--- config.mk ---
export PLATFORM = sky130hd
export DESIGN_NAME = regfile_v2
export DESIGN_NICKNAME = d
export VERILOG_FILES = /design/src/rtl/regfile_v2.sv
export SDC_FILE = /design/constraint.sdc
export NUM_CORES = 2
export LEC_CHECK = 0
export BUFFER_PORTS_ARGS = -buffer_cell sky130_fd_sc_hd__buf_4
export CAP_MARGIN = 20
export CELL_PAD_IN_SITES_DETAIL_PLACEMENT = 0
export CELL_PAD_IN_SITES_GLOBAL_PLACEMENT = 1
export CORE_UTILIZATION = 49
export DETAILED_ROUTE_END_ITERATION = 16
export GPL_TIMING_DRIVEN = 0
export PLACE_DENSITY = 0.81
export SYNTH_ARGS = -nofsm -noshare
export SYNTH_HDL_FRONTEND = slang
export SYNTH_SLANG_ARGS = --single-unit
--- constraint.sdc ---
create_clock -name clk -period 28.3 [get_ports clk]
set_input_delay 1.415 -clock clk [delete_from_list [all_inputs] [get_ports clk]]
set_output_delay 1.415 -clock clk [all_outputs]
set_load 0.02 [all_outputs]
--- src/rtl/regfile_v2.sv ---
// Register file with trigger-set register, per-register busy (load pending) tracking and stall.
// Optional macro REGFILE_BYPASS_EN enables same-cycle write-through on reads, taps and stall.
module regfile_v2 #(
  parameter int ADDRESS_WIDTH = 5,
  parameter int DATA_WIDTH    = 32,
  parameter int TRIG_REG      = 5,
  parameter int A0_REG        = 10,
  parameter int RA_REG        = 1
) (
  input  logic                     clk,
  input  logic                     rst,
  input  logic [ADDRESS_WIDTH-1:0] A1,
  input  logic [ADDRESS_WIDTH-1:0] A2,
  output logic [DATA_WIDTH-1:0]    RD1,
  output logic [DATA_WIDTH-1:0]    RD2,
  input  logic [ADDRESS_WIDTH-1:0] A3,
  input  logic [DATA_WIDTH-1:0]    WD3,
  input  logic                     WE3,
  input  logic                     trigger,
  input  logic                     busy_set,
  input  logic [ADDRESS_WIDTH-1:0] busy_addr,
  output logic                     stall,
  output logic [DATA_WIDTH-1:0]    a0,
  output logic [DATA_WIDTH-1:0]    ra
);

  localparam int DEPTH = 2 ** ADDRESS_WIDTH;
  localparam logic [ADDRESS_WIDTH-1:0] L_TRIG = ADDRESS_WIDTH'(TRIG_REG);
  localparam logic [ADDRESS_WIDTH-1:0] L_A0   = ADDRESS_WIDTH'(A0_REG);
  localparam logic [ADDRESS_WIDTH-1:0] L_RA   = ADDRESS_WIDTH'(RA_REG);

  logic [DATA_WIDTH-1:0] r_regs [DEPTH];
  logic [DEPTH-1:0]      r_busy;
  logic                  r_sync1;
  logic                  r_sync2;
  logic                  r_trigPrev;

  logic w_trigEdge;
  logic w_wrEn;
  logic w_trigWr;
  logic w_busySet;

  assign w_trigEdge = r_sync2 & ~r_trigPrev;
  assign w_wrEn     = WE3 && (A3 != '0);
  assign w_trigWr   = w_trigEdge && (L_TRIG != '0);
  assign w_busySet  = busy_set && (busy_addr != '0);

  always_ff @(posedge clk or posedge rst) begin
    if (rst) begin
      r_sync1    <= 1'b0;
      r_sync2    <= 1'b0;
      r_trigPrev <= 1'b0;
    end else begin
      r_sync1    <= trigger;
      r_sync2    <= r_sync1;
      r_trigPrev <= r_sync2;
    end
  end

  // The trigger write is placed last so it overrides a software write to the same register.
  always_ff @(posedge clk or posedge rst) begin
    if (rst) begin
      for (int i = 0; i < DEPTH; i++) begin
        r_regs[i] <= '0;
      end
    end else begin
      if (w_wrEn) begin
        r_regs[A3] <= WD3;
      end
      if (w_trigWr) begin
        r_regs[L_TRIG] <= DATA_WIDTH'(1);
      end
    end
  end

  // Set is placed after clear so a new load supersedes the completing one.
  always_ff @(posedge clk or posedge rst) begin
    if (rst) begin
      r_busy <= '0;
    end else begin
      if (w_wrEn) begin
        r_busy[A3] <= 1'b0;
      end
      if (w_busySet) begin
        r_busy[busy_addr] <= 1'b1;
      end
    end
  end

  function automatic logic [DATA_WIDTH-1:0] readPort(input logic [ADDRESS_WIDTH-1:0] addr);
    logic [DATA_WIDTH-1:0] value;
    value = (addr == '0) ? '0 : r_regs[addr];
`ifdef REGFILE_BYPASS_EN
    if (w_wrEn && (addr == A3)) begin
      value = (w_trigWr && (A3 == L_TRIG)) ? DATA_WIDTH'(1) : WD3;
    end
`endif
    return value;
  endfunction

  function automatic logic busyOf(input logic [ADDRESS_WIDTH-1:0] addr);
    logic pending;
    pending = (addr == '0) ? 1'b0 : r_busy[addr];
`ifdef REGFILE_BYPASS_EN
    if (w_wrEn && (addr == A3)) begin
      pending = 1'b0;
    end
`endif
    return pending;
  endfunction

  always_comb begin
    RD1   = readPort(A1);
    RD2   = readPort(A2);
    a0    = readPort(L_A0);
    ra    = readPort(L_RA);
    stall = busyOf(A1) | busyOf(A2);
  end

endmodule

## Yosys cells after proc, flatten, opt, wreduce, memory -nomap -nowiden

Cells that the tools add are included.

- Magnitude comparators: 10
- Multiplexer cells: 25
- Bitwise logic cells: 9
- Reduce and logical (&&, ||, !) cells: 10

Operators with widths:

| cell | count |
|---|---|
| 1024-bit bitwise mux | 1 |
| 864-bit 2-to-1 mux | 1 |
| 32-bit binary-select mux with 5-bit select | 2 |
| 32-bit 2-to-1 mux | 10 |
| 32-bit demux with 5-bit select | 1 |
| 32-bit bitwise AND | 1 |
| 32-bit inverter | 1 |
| 32-bit bitwise OR | 1 |
| 5-bit by 6-bit < comparator with 1-bit output, second input constant | 4 |
| 6-bit >= comparator, second input constant | 3 |
| 5-bit inverter with 6-bit output | 3 |
| 1-bit binary-select mux with 5-bit select | 2 |
| 1-bit demux with 5-bit select | 2 |
| 5-bit by 1-bit >= comparator with 1-bit output, second input constant | 2 |
| 5-bit zero test | 2 |
| 5-bit nonzero test | 2 |
| 6-bit by 1-bit < comparator with 1-bit output, second input constant | 1 |
| 1-bit 2-to-1 mux | 6 |
| 1-bit logical AND | 5 |
| 2-bit nonzero test | 1 |
| 1-bit bitwise AND | 1 |
| 1-bit inverter | 1 |
| 1-bit bitwise OR | 1 |

- Register bits after elaboration: 1059
- Bits of input ports: 57
- Output and inout port bits: 129

## Longest topological paths before layout

- Depth after elaboration: 9
- Depth in mapped cells: 9
- Mapped depth without buffers: 5

## Worst setup path after synthesis

No wires, ideal clock.

- Kind: input-to-output
- Start point: input A2[2]
- End point: output RD2[11]
- Data arrival time: 3.220 ns
- Data required time: 26.885 ns
- Slack: 23.665 ns
- Cell stages on the path: 7
- Buffers on the path: 3
- Cells stage by stage: buf_2 -> buf_2 -> buf_1 -> mux4_2 -> mux4_2 -> nand2_1 -> o21ai_1

- Longest elaborated chain between the ends: 5
- Elaborated cells on any way between the ends: 6

Ends and longest elaborated chain:

| item | RTL line | text |
|---|---|---|
| start: declaration | 13 | `input logic [ADDRESS_WIDTH-1:0] A2,` |
| 5-bit inverter with 6-bit output (not written as such) | 92 | `value = (addr == '0) ? '0 : r_regs[addr];` |
| 32-bit binary-select mux with 5-bit select | 92 |  |
| 32-bit 2-to-1 mux (not written as such) (2 in series) | 92 |  |
| 32-bit 2-to-1 mux (*) | 92 |  |
| end: declaration | 15 | `output logic [DATA_WIDTH-1:0] RD2,` |

Mark *: on every way between the ends. The rest lies on a longest branch, timed or not. The select of a mux whose other input is x is not followed.

## Final worst setup path

- Start point: input A2[3]
- End point: output RD2[28]

Same word-level chain as after synthesis.

==> run_results.csv <==
group,metric,value,unit
finish,nNetsFinal,3917,
sta,max_freq,0.160,GHz
synth,synthSimpleGateAreaFrac,0.0138,
floorplan,dieArea,0.116,mm2
routing,drt.antenna.violating_nets,0,
power_and_ir_drop,power.density,74.2,mW/mm2
routing,wl_met2,83.3,mm
power_and_ir_drop,leakage,27.6,nW
synth,synthAdderAreaFrac,0,
synth,synth_fp_nets,3591,
sta,min_period,6.25,ns
placed_design,preCtsSetupSlack,22.19,ns
placed_design,hpwl,143,mm
synth,synth_top_family_by_area,"multiplexers",
finish,drive_gt1_frac,0.553,
sta,fin_crit_sh,0.221,
cts,root_buffer,"clkbuf_16",
cts,clkTransAtPathRegs,0.06,ns
worst_setup_path,arrival,4.83,ns
global_routing,grt_antenna_before_repair,6,
routing,totalWireLength,188,mm
synth,seq_area_frac_synth,0.472,
finish,syn_to_final_growth,14.0,%
placed_design,post_dp_cell_area,0.0601,mm2
cts,cts_tree,"done",
global_routing,grt.overflow.total,0,
cts,cts_buffer_depth,3,
routing,highest_layer,"met5",
global_routing,grt_use_total,0.326,
routing,dr.pass1.iters,5,
synth,yosys_warnings,0,
floorplan,io_pins,186,
synth,syn_inst,3534,
routing,first_iter_violations,4378,
worst_setup_path,crit_type,"in -> out",
sta,clock_skew,0.0262,ns
routing,viasPerCell,6.72,
sta,rsz0062_at_grt,"no",
cts,htree_levels,3,
sta,finalSetupTns,0,ns
synth,ys_seq_elements,1059,
synth,synthesis.area,0.0562,mm2
cts,cts.sinks,1059,
floorplan,row_count,123,
synth,muxShareOfSynthArea,0.453,
floorplan,start_util,0.497,
worst_setup_path,path_max_fanout,10,
placed_design,portBuffers,174,
sta,drv_slew,0,
cts,cts_buffers,111,
placed_design,placed_cells,5243,
worst_hold_path,min_path_type,"reg -> reg",
synth,postSynthAreaPerCell,15.9,um2
finish,final_common_cell,"dfrtp_1",
finish,mostFrequentLayoutCells,"1059 x dfrtp_1, 946 x mux2_2, 655 x mux4_2, 272 x clkbuf_1, 250 x buf_4",
floorplan,die_w,341,um
synth,synth_ff_type,"dfrtp_1",
global_routing,grt_max_degree,43,
cts,clk_latency,0.71,ns
sta,setup_violations,0,
power_and_ir_drop,power,4.75,mW
synth,synth_cell_types,38,
routing,wl_per_cell,34.4,um
floorplan,coreArea,0.113,mm2
cts,postCtsSetupBuffers,0,
worst_setup_path,end_kind,"output pin",
placed_design,gp_congestion,0.991,
run_status,outcome,"completed",
run,max_cap_viol_count,0,
worst_setup_path,start_kind,"input pin",
sta,worst_pin_slew,1.26,ns
routing,wl_met3,21.9,mm
sta,fin_ws,22.05,ns
finish,fin_area,0.0641,mm2
worst_setup_path,crit_required,26.89,ns
global_routing,grt_pass1_wl,269,mm
routing,num_vias,36700,
cts,cts_resized,0,
sta,maxSlewHeadroom,0.158,
cts,hold_buffers,0,
global_routing,grt_pass1_vias,36400,
floorplan,die_h,341,um
finish,instances_no_fill,5457,
synth,synth-edff-count,0,
routing,met1_length,75.6,mm
routing,drc,0,
power_and_ir_drop,peakVddDrop,48.0,uV
synth,synthXorXnorAreaFrac,0,
synth,synthArstFlopShare,1.00,
sta,finalHoldViolations,0,
synth,synth-compound-area-share,0.0173,
## synthesized netlist by cell type (all sizes together), types with 5 or more instances
master	count	share of area
nor2b	7	0.00078
clkbuf	254	0.017
mux2i	7	0.0012
nand2	113	0.0076
nand2b	5	0.00056
mux2	946	0.19
a22o	38	0.0059
buf	207	0.022
o21ai	105	0.0094
o22ai	5	0.00056
mux4	655	0.26
nand3	8	0.00071
inv	67	0.0045
nor2	20	0.0013
dfrtp	1059	0.47
nand3b	5	0.00067
## through the flow
stage	hold WS (ns)	utilization
global placement	0.344	0.525
CTS	0.360	0.566
global route	0.361	0.566
finish	0.356	0.566
floorplan	0.331	-
detailed placement	0.337	0.531
## cell families after synthesis
kind of cell / Yosys count
muxes: 1608
and+or+nand+nor: 175
buffers and inverters: 532
AOI/OAI and AO/OA: 160
DFF: 1059
## layout make-up
class	count	area, um2
fill	8884	49100
buffer	461	2190
antenna	3	7.51
tap	1500	1880
timing repair buffer	213	2050
sequential	1059	26500
inverter	71	270
multi-input combinational	1943	27200
clock inverter	52	713
clock buffer	155	3230
## power breakdown
part	switching (mW)	internal, mW	total [mW]
logic	0.514	0.630	1.14
clock network	0.642	0.948	1.59
registers	0.223	1.79	2.02
total	1.38	3.37	4.75
## worst paths after layout
path	from	end	slack [ns]	cells after the start
setup / recovery	A2[3]	RD2[28]	22.05	7
hold / removal	r_sync1	r_sync2	0.36	0
setup reg to reg	r_sync2	r_regs[847]	26.42	4
hold reg to reg	r_sync1	r_sync2	0.36	0
max in group asynchronous	rst	r_regs[41]	25.07	11
min in group asynchronous	rst	a0[23]	0.67	2
## layer usage
metal  up-vias  global-route usage
met5         -                   0
met4         8               0.113
met3       311              0.0994
met2      2202               0.471
met1     20000               0.472
li1      14200                   -
## worst max-delay path: stages
cell	delay [ns]
clkbuf_1	0.39
clkbuf_1	0.92
clkbuf_1	0.91
mux4_2	0.40
nand2_1	0.09
o21ai_1	0.43
buf_4	0.26
## sequential cells by signal, summed over array words and instances, names as in the netlist
signal      cells
ra             32
r_sync2         1
r_sync1         1
a0             32
r_regs        960
r_busy         32
r_trigPrev      1
(Power assumes the default switching activity.)
